--- src/rtl/sv_alu_param_pkg.sv ---
// Shared ALU parameters: operand width, op encodings and the instruction
// payload carried from decode through the issue queue into the ALU.
package sv_alu_param_pkg;

  localparam int unsigned DATA_WIDTH = 8;
  localparam int unsigned OP_WIDTH   = 4;
  localparam int unsigned MOVI_WIDTH = 2;

  localparam logic [OP_WIDTH-1:0] OP_ADD  = 4'd0;
  localparam logic [OP_WIDTH-1:0] OP_SUB  = 4'd1;
  localparam logic [OP_WIDTH-1:0] OP_MULT = 4'd2;
  localparam logic [OP_WIDTH-1:0] OP_AND  = 4'd3;
  localparam logic [OP_WIDTH-1:0] OP_OR   = 4'd4;
  localparam logic [OP_WIDTH-1:0] OP_XOR  = 4'd5;

  typedef struct packed {
    logic [OP_WIDTH-1:0]   op;
    logic [MOVI_WIDTH-1:0] movi;
    logic [DATA_WIDTH-1:0] reg_a;
    logic [DATA_WIDTH-1:0] reg_b;
    logic [DATA_WIDTH-1:0] imm;
    logic [DATA_WIDTH-1:0] mem;
  } alu_instr_t;

endpackage

--- src/rtl/alu_instr_fifo.sv ---
// Fall-through FIFO of ALU instructions. The head entry is visible on
// head_c whenever the FIFO is non-empty. A push while full is refused even
// if a pop happens in the same cycle; a pop while empty is ignored.
// Ports: clk, rst_n (async active-low), push/wdata, pop, head_c,
//        count (occupancy), full, empty.
module alu_instr_fifo
  import sv_alu_param_pkg::*;
#(
  parameter int unsigned DEPTH = 4
) (
  input  logic                   clk,
  input  logic                   rst_n,
  input  logic                   push,
  input  alu_instr_t             wdata,
  input  logic                   pop,
  output alu_instr_t             head_c,
  output logic [$clog2(DEPTH):0] count,
  output logic                   full,
  output logic                   empty
);

  localparam int unsigned PTR_W = $clog2(DEPTH);
  localparam int unsigned CNT_W = $clog2(DEPTH) + 1;

  alu_instr_t       mem_q [DEPTH];
  logic [PTR_W-1:0] wr_ptr;
  logic [PTR_W-1:0] rd_ptr;
  logic             do_push;
  logic             do_pop;

  assign full    = (count == CNT_W'(DEPTH));
  assign empty   = (count == '0);
  assign do_push = push && !full;
  assign do_pop  = pop && !empty;
  assign head_c  = mem_q[rd_ptr];

  // Storage is reset so the fall-through head never shows X after reset.
  always_ff @(posedge clk or negedge rst_n) begin
    if (!rst_n) begin
      wr_ptr <= '0;
      rd_ptr <= '0;
      count  <= '0;
      for (int unsigned i = 0; i < DEPTH; i++) begin
        mem_q[i] <= '0;
      end
    end else begin
      if (do_push) begin
        mem_q[wr_ptr] <= wdata;
        wr_ptr        <= wr_ptr + PTR_W'(1);
      end
      if (do_pop) begin
        rd_ptr <= rd_ptr + PTR_W'(1);
      end
      unique case ({do_push, do_pop})
        2'b10:   count <= count + CNT_W'(1);
        2'b01:   count <= count - CNT_W'(1);
        default: count <= count;
      endcase
    end
  end

endmodule

--- src/rtl/alu_issue_queue.sv ---
// Instruction buffer and issue stage in front of the ALU. Buffers decode
// instructions in a fall-through FIFO, issues the head (ACT) when the ALU is
// ready and the in-flight budget allows, and tracks issued-but-unreturned
// operations against EX_ALU_VLD.
// Ports: CLK, RST (async active-low); decode side IN_VLD/IN_RDY + IN_* payload;
//        ALU side ACT, ALU_RDY, OP/MOVI/REG_A/REG_B/IMM/MEM, EX_ALU_VLD;
//        status COUNT, OUTSTANDING, RESULT_ERR (sticky).
module alu_issue_queue
  import sv_alu_param_pkg::*;
#(
  parameter int unsigned DEPTH           = 4,
  parameter int unsigned MAX_OUTSTANDING = 2
) (
  input  logic                             CLK,
  input  logic                             RST,
  input  logic                             IN_VLD,
  output logic                             IN_RDY,
  input  logic [OP_WIDTH-1:0]              IN_OP,
  input  logic [MOVI_WIDTH-1:0]            IN_MOVI,
  input  logic [DATA_WIDTH-1:0]            IN_REG_A,
  input  logic [DATA_WIDTH-1:0]            IN_REG_B,
  input  logic [DATA_WIDTH-1:0]            IN_IMM,
  input  logic [DATA_WIDTH-1:0]            IN_MEM,
  output logic                             ACT,
  input  logic                             ALU_RDY,
  output logic [OP_WIDTH-1:0]              OP,
  output logic [MOVI_WIDTH-1:0]            MOVI,
  output logic [DATA_WIDTH-1:0]            REG_A,
  output logic [DATA_WIDTH-1:0]            REG_B,
  output logic [DATA_WIDTH-1:0]            IMM,
  output logic [DATA_WIDTH-1:0]            MEM,
  input  logic                             EX_ALU_VLD,
  output logic [$clog2(DEPTH):0]           COUNT,
  output logic [$clog2(MAX_OUTSTANDING):0] OUTSTANDING,
  output logic                             RESULT_ERR
);

  localparam int unsigned OST_W = $clog2(MAX_OUTSTANDING) + 1;

  alu_instr_t       in_instr;
  alu_instr_t       head;
  logic             fifo_full;
  logic             fifo_empty;
  logic [OST_W-1:0] ost_d;
  logic             err_d;

  assign in_instr = '{op: IN_OP, movi: IN_MOVI, reg_a: IN_REG_A,
                      reg_b: IN_REG_B, imm: IN_IMM, mem: IN_MEM};

  alu_instr_fifo #(.DEPTH(DEPTH)) u_fifo (
    .clk    (CLK),
    .rst_n  (RST),
    .push   (IN_VLD),
    .wdata  (in_instr),
    .pop    (ACT),
    .head_c (head),
    .count  (COUNT),
    .full   (fifo_full),
    .empty  (fifo_empty)
  );

  // IN_RDY depends only on occupancy, never on ALU_RDY.
  assign IN_RDY = !fifo_full;
  assign ACT    = !fifo_empty && ALU_RDY && (OUTSTANDING != OST_W'(MAX_OUTSTANDING));

  assign OP    = head.op;
  assign MOVI  = head.movi;
  assign REG_A = head.reg_a;
  assign REG_B = head.reg_b;
  assign IMM   = head.imm;
  assign MEM   = head.mem;

  // In-flight accounting; a return with nothing in flight and no same-cycle
  // issue is an error, while issue+return together is a zero-latency op.
  always_comb begin
    ost_d = OUTSTANDING;
    err_d = RESULT_ERR;
    unique case ({ACT, EX_ALU_VLD})
      2'b10: ost_d = OUTSTANDING + OST_W'(1);
      2'b01: begin
        if (OUTSTANDING == '0) begin
          err_d = 1'b1;
        end else begin
          ost_d = OUTSTANDING - OST_W'(1);
        end
      end
      default: ;
    endcase
  end

  always_ff @(posedge CLK or negedge RST) begin
    if (!RST) begin
      OUTSTANDING <= '0;
      RESULT_ERR  <= 1'b0;
    end else begin
      OUTSTANDING <= ost_d;
      RESULT_ERR  <= err_d;
    end
  end

endmodule

--- config.mk ---
export PLATFORM = sky130hd
export DESIGN_NAME = alu_issue_queue
export DESIGN_NICKNAME = d
export VERILOG_FILES = /design/src/rtl/sv_alu_param_pkg.sv /design/src/rtl/alu_instr_fifo.sv /design/src/rtl/alu_issue_queue.sv
export SDC_FILE = /design/constraint.sdc
export NUM_CORES = 1
export LEC_CHECK = 0
export ABC_AREA = 1
export CAP_MARGIN = 15
export CORE_AREA = 2 2 142 144
export CTS_BUF_LIST = sky130_fd_sc_hd__clkbuf_2
export DETAILED_ROUTE_END_ITERATION = 6
export DIE_AREA = 0 0 144 146
export PLACE_DENSITY_LB_ADDON = 0.08
export SLEW_MARGIN = 0
export SYNTH_ARGS = -nofsm -noshare
export SYNTH_HDL_FRONTEND = slang
export SYNTH_HIERARCHICAL = 1
export SYNTH_SLANG_ARGS = --single-unit
--- constraint.sdc ---
create_clock -name CLK -period 6.2 [get_ports CLK]
set_input_delay 1.55 -clock CLK [delete_from_list [all_inputs] [get_ports CLK]]
set_output_delay 1.55 -clock CLK [all_outputs]
set_load 0.005 [all_outputs]
==> results.md <==
* LEAKAGE at 0.00443 uW
* Top post-synthesis cells by count: sky130_fd_sc_hd__nand2_1, sky130_fd_sc_hd__dfrtp_1, sky130_fd_sc_hd__nand4_1
* Number of buffer cells added on primary ports at 88
* Worst Hold Depth at 2
* Path type of the worst min-delay path: flip-flop to flip-flop
* Worst-path clk slew at 0.23 ns
* Height of the die at 146 um
* Kind of start point of the critical path: flip-flop
* Routed wire per std cell at 17.2 um
* Number of buffers on the longest clock path at 2
* Async SR Flop Fraction at 100%
* Cells along the critical path: inv_2 -> buf_4 -> o21ai_0 -> o21ai_1 -> clkdlybuf4s50_1
* RD Place Congestion at 0.716
* CTS buffer count at 17
* Share of Yosys cell area claimed by the top area cell type at 50.3%
* Slowest Stage Delay on Critical Path at 0.71 ns
* # fillers at 1998
* Routed vias/inst at 5.38
* Number of global-route vias before repair at 6815
* Unrepaired setup endpoints after global routing: no
* Mean instance size in the synthesized netlist at 7.96 sq um
* Max Transition Viols Final at 0
* Initial Utilization at 41.7%
* Combinational family with the most area after synthesis: simple AND/OR/NAND/NOR gates
* Worst vdd ir at 0.223 mV
* Insertion delay to the later sink of the worst-skew pair at 0.73 ns
* Setup Fix Bufs, Post-CTS at 0
* Count of state elements after synthesis at 162
* Congestion Overflow GR at 0
* Total die area at 21000 sq um
* Count of hold buffers inserted by post-cts repair at 0
* Syn nets at 1061
* Most area-consuming cells after synthesis: sky130_fd_sc_hd__dfrtp_1, sky130_fd_sc_hd__nand2_1, sky130_fd_sc_hd__nand4_1, sky130_fd_sc_hd__o21ai_0, sky130_fd_sc_hd__nor2_1
* Syn-to-layout area delta at 12.6%
* Worst-case setup margin in the final layout at 1.44 ns
* Remaining number of nets flagged by the antenna check after routing at 0
* Critical Path Sink Type: output port
* Ports at 89
* Net count of the finished layout at 1086
* CORE AREA at 19300 sq um
* Number of enable-type register cells in the synthesized netlist at 0
* Fraction of the mapped netlist area in adder cells at 1.02%
* Slew at the pin closest to its max-slew limit at 1.11 ns
* Number of iterations in the first detailed-routing pass at 5
* Part of the cycle the worst path needs at 76.7%
* Synth Cell Area at 8060 sq um
* Placed inst area at 8840 sq um
* CTS Root Buffer Type: sky130_fd_sc_hd__clkbuf_2
* Share of final-layout standard cells stronger than drive strength 1 at 4.86%
* # DRC at 0
* Compound-cell area share of the yosys netlist at 7.39%
* Half-perimeter wire length after detailed placement at 11.3 mm
* Critical Path Fanout Max at 57
* Worst-case clock skew at 0.0216 ns
* Most repeated cell in the gate-level netlist after synthesis: sky130_fd_sc_hd__nand2_1
* Final Setup Violations at 0
* Multiplexer share of the synthesized area at 0%
* First-pass GRT wire length at 36.3 mm
* Number of warning messages in the yosys log at 6
* Setup Total Neg Slack at 0 ns
* Outcome: finished clean
* Library cells used by synthesis at 22
* Via count at 7079
* Arrival time at the worst endpoint at 3.21 ns
* Final non-filler cell area at 9070 sq um
* Count of H-tree levels built during CTS at 4
* Antenna violations before repair at 1
* Aggregate routed wire length at 22.6 mm
* TritonCTS clock tree: done
* Library cell with the largest summed area after synthesis: sky130_fd_sc_hd__dfrtp_1
* Xor-xnor portion of the synthesized cell area at 0.109%
* Dpl ws at 1.74 ns
* Cell count after synthesis at 1012
* Post-synth top flop: sky130_fd_sc_hd__dfrtp_1
* Total routing resource utilization after global routing at 22.0%
* Max frequency at 210 MHz
* Total power density per cell area at 525 nW/um^2
* Post-synthesis sequential area ratio at 50.3%
* Cell count of the worst reg-to-reg path at 6
* Die Span X at 144 um
* Critical path class: flip-flop to output port
* Final core area utilization at 46.9%
* Setup slack, reg-to-reg at 2.60 ns
* # Max-Cap Violations at 0
* Worst rel slew slack at 26.0%
* Number of violations reported at the end of detailed-routing iteration 0 at 608
* Site row count at 51
* Clock net sink count at 162
* Highest-delay cell along the critical path: sky130_fd_sc_hd__inv_2
* Critical Path RT at 4.65 ns
* Clock period minus final worst setup slack at 4.76 ns
* Simple-gate portion of the synthesized area at 33.9%
* Post-cts repair resize count at 0
* Final number of hold-violating endpoints at 0
* Largest net degree at the start of global routing at 91
[path summary, 6_finish.rpt]
kind,end,startpoint
max,REG_B[7],u_fifo/rd_ptr[0]
min,RESULT_ERR,RESULT_ERR
max reg2reg,u_fifo/mem_q[121],u_fifo/count[1]
min reg2reg,RESULT_ERR,RESULT_ERR
max in group asynchronous,u_fifo/mem_q[40],RST
min in group asynchronous,u_fifo/mem_q[5],RST
[where the power goes]
part | internal (uW) | total (uW) | leakage (uW) | switching [uW]
logic | 966 | 2400 | 0.00226 | 1430
clock network | 213 | 588 | 0.000138 | 375
registers | 1530 | 1780 | 0.00203 | 248
[layout make-up]
class	instances	area [sq um]	area share, %
clock inverters	15	148	1.63
flip-flops and latches	162	4060	44.7
clock buffers	17	85.1	0.938
inverters	19	71.3	0.786
diodes	1	2.50	0.0276
repair buffers	98	955	10.5
multi-input cells	739	3430	37.8
well taps	265	332	3.65
[registers in the layout, indices dropped and copies added (netlist names)]
name and count:
u_fifo/rd_ptr 2, u_fifo/mem_q 152, RESULT_ERR 1, u_fifo/wr_ptr 2, OUTSTANDING 2, u_fifo/count 3
[layer usage]
metal  track usage [%]  wire length (um)
met1              30.0             10500
met2              36.6             10800
met3              3.98              1120
met4              4.56               204
met5                 0                 0
[critical path, delay by kind of cell (launching register included)]
kind / cells / cell delay (ns)
buf+inv: 3 / 1.65
flops: 1 / 0.46
compound gates: 2 / 0.36
[stage by stage]
stage               total power, uW  instances  hold WS (ns)
floorplan                      3270       1012         0.437
global placement               4190       1283         0.447
detailed placement             4230       1283         0.449
CTS                            4810       1315         0.496
global route                   5190       1316         0.512
finish                         4770       1316         0.490
[placed cells by master, fill, tap and decap left out, types with 2 or more instances in the layout]
master	n
sky130_fd_sc_hd__a21oi_1	2
sky130_fd_sc_hd__buf_4	11
sky130_fd_sc_hd__bufinv_16	3
sky130_fd_sc_hd__clkbuf_2	17
sky130_fd_sc_hd__clkdlybuf4s50_1	86
sky130_fd_sc_hd__clkinv_1	6
sky130_fd_sc_hd__clkinv_2	4
sky130_fd_sc_hd__clkinvlp_4	2
sky130_fd_sc_hd__dfrtp_1	161
sky130_fd_sc_hd__ha_2	4
sky130_fd_sc_hd__inv_1	17
sky130_fd_sc_hd__inv_2	2
sky130_fd_sc_hd__nand2_1	332
sky130_fd_sc_hd__nand3_1	6
sky130_fd_sc_hd__nand3_2	4
sky130_fd_sc_hd__nand4_1	154
sky130_fd_sc_hd__nor2_1	115
sky130_fd_sc_hd__o21ai_0	95
sky130_fd_sc_hd__o21ai_1	22
[cell families (layout without fill, tap and decap cells)]
logic type	Yosys count	count (layout)
buf+inv	111	149
compound gates	119	119
fa+ha+maj	6	6
xor+xnor	1	1
other cells	0	1
simple gates	613	613
flops	162	162
Power figures use the tool's default switching activity.
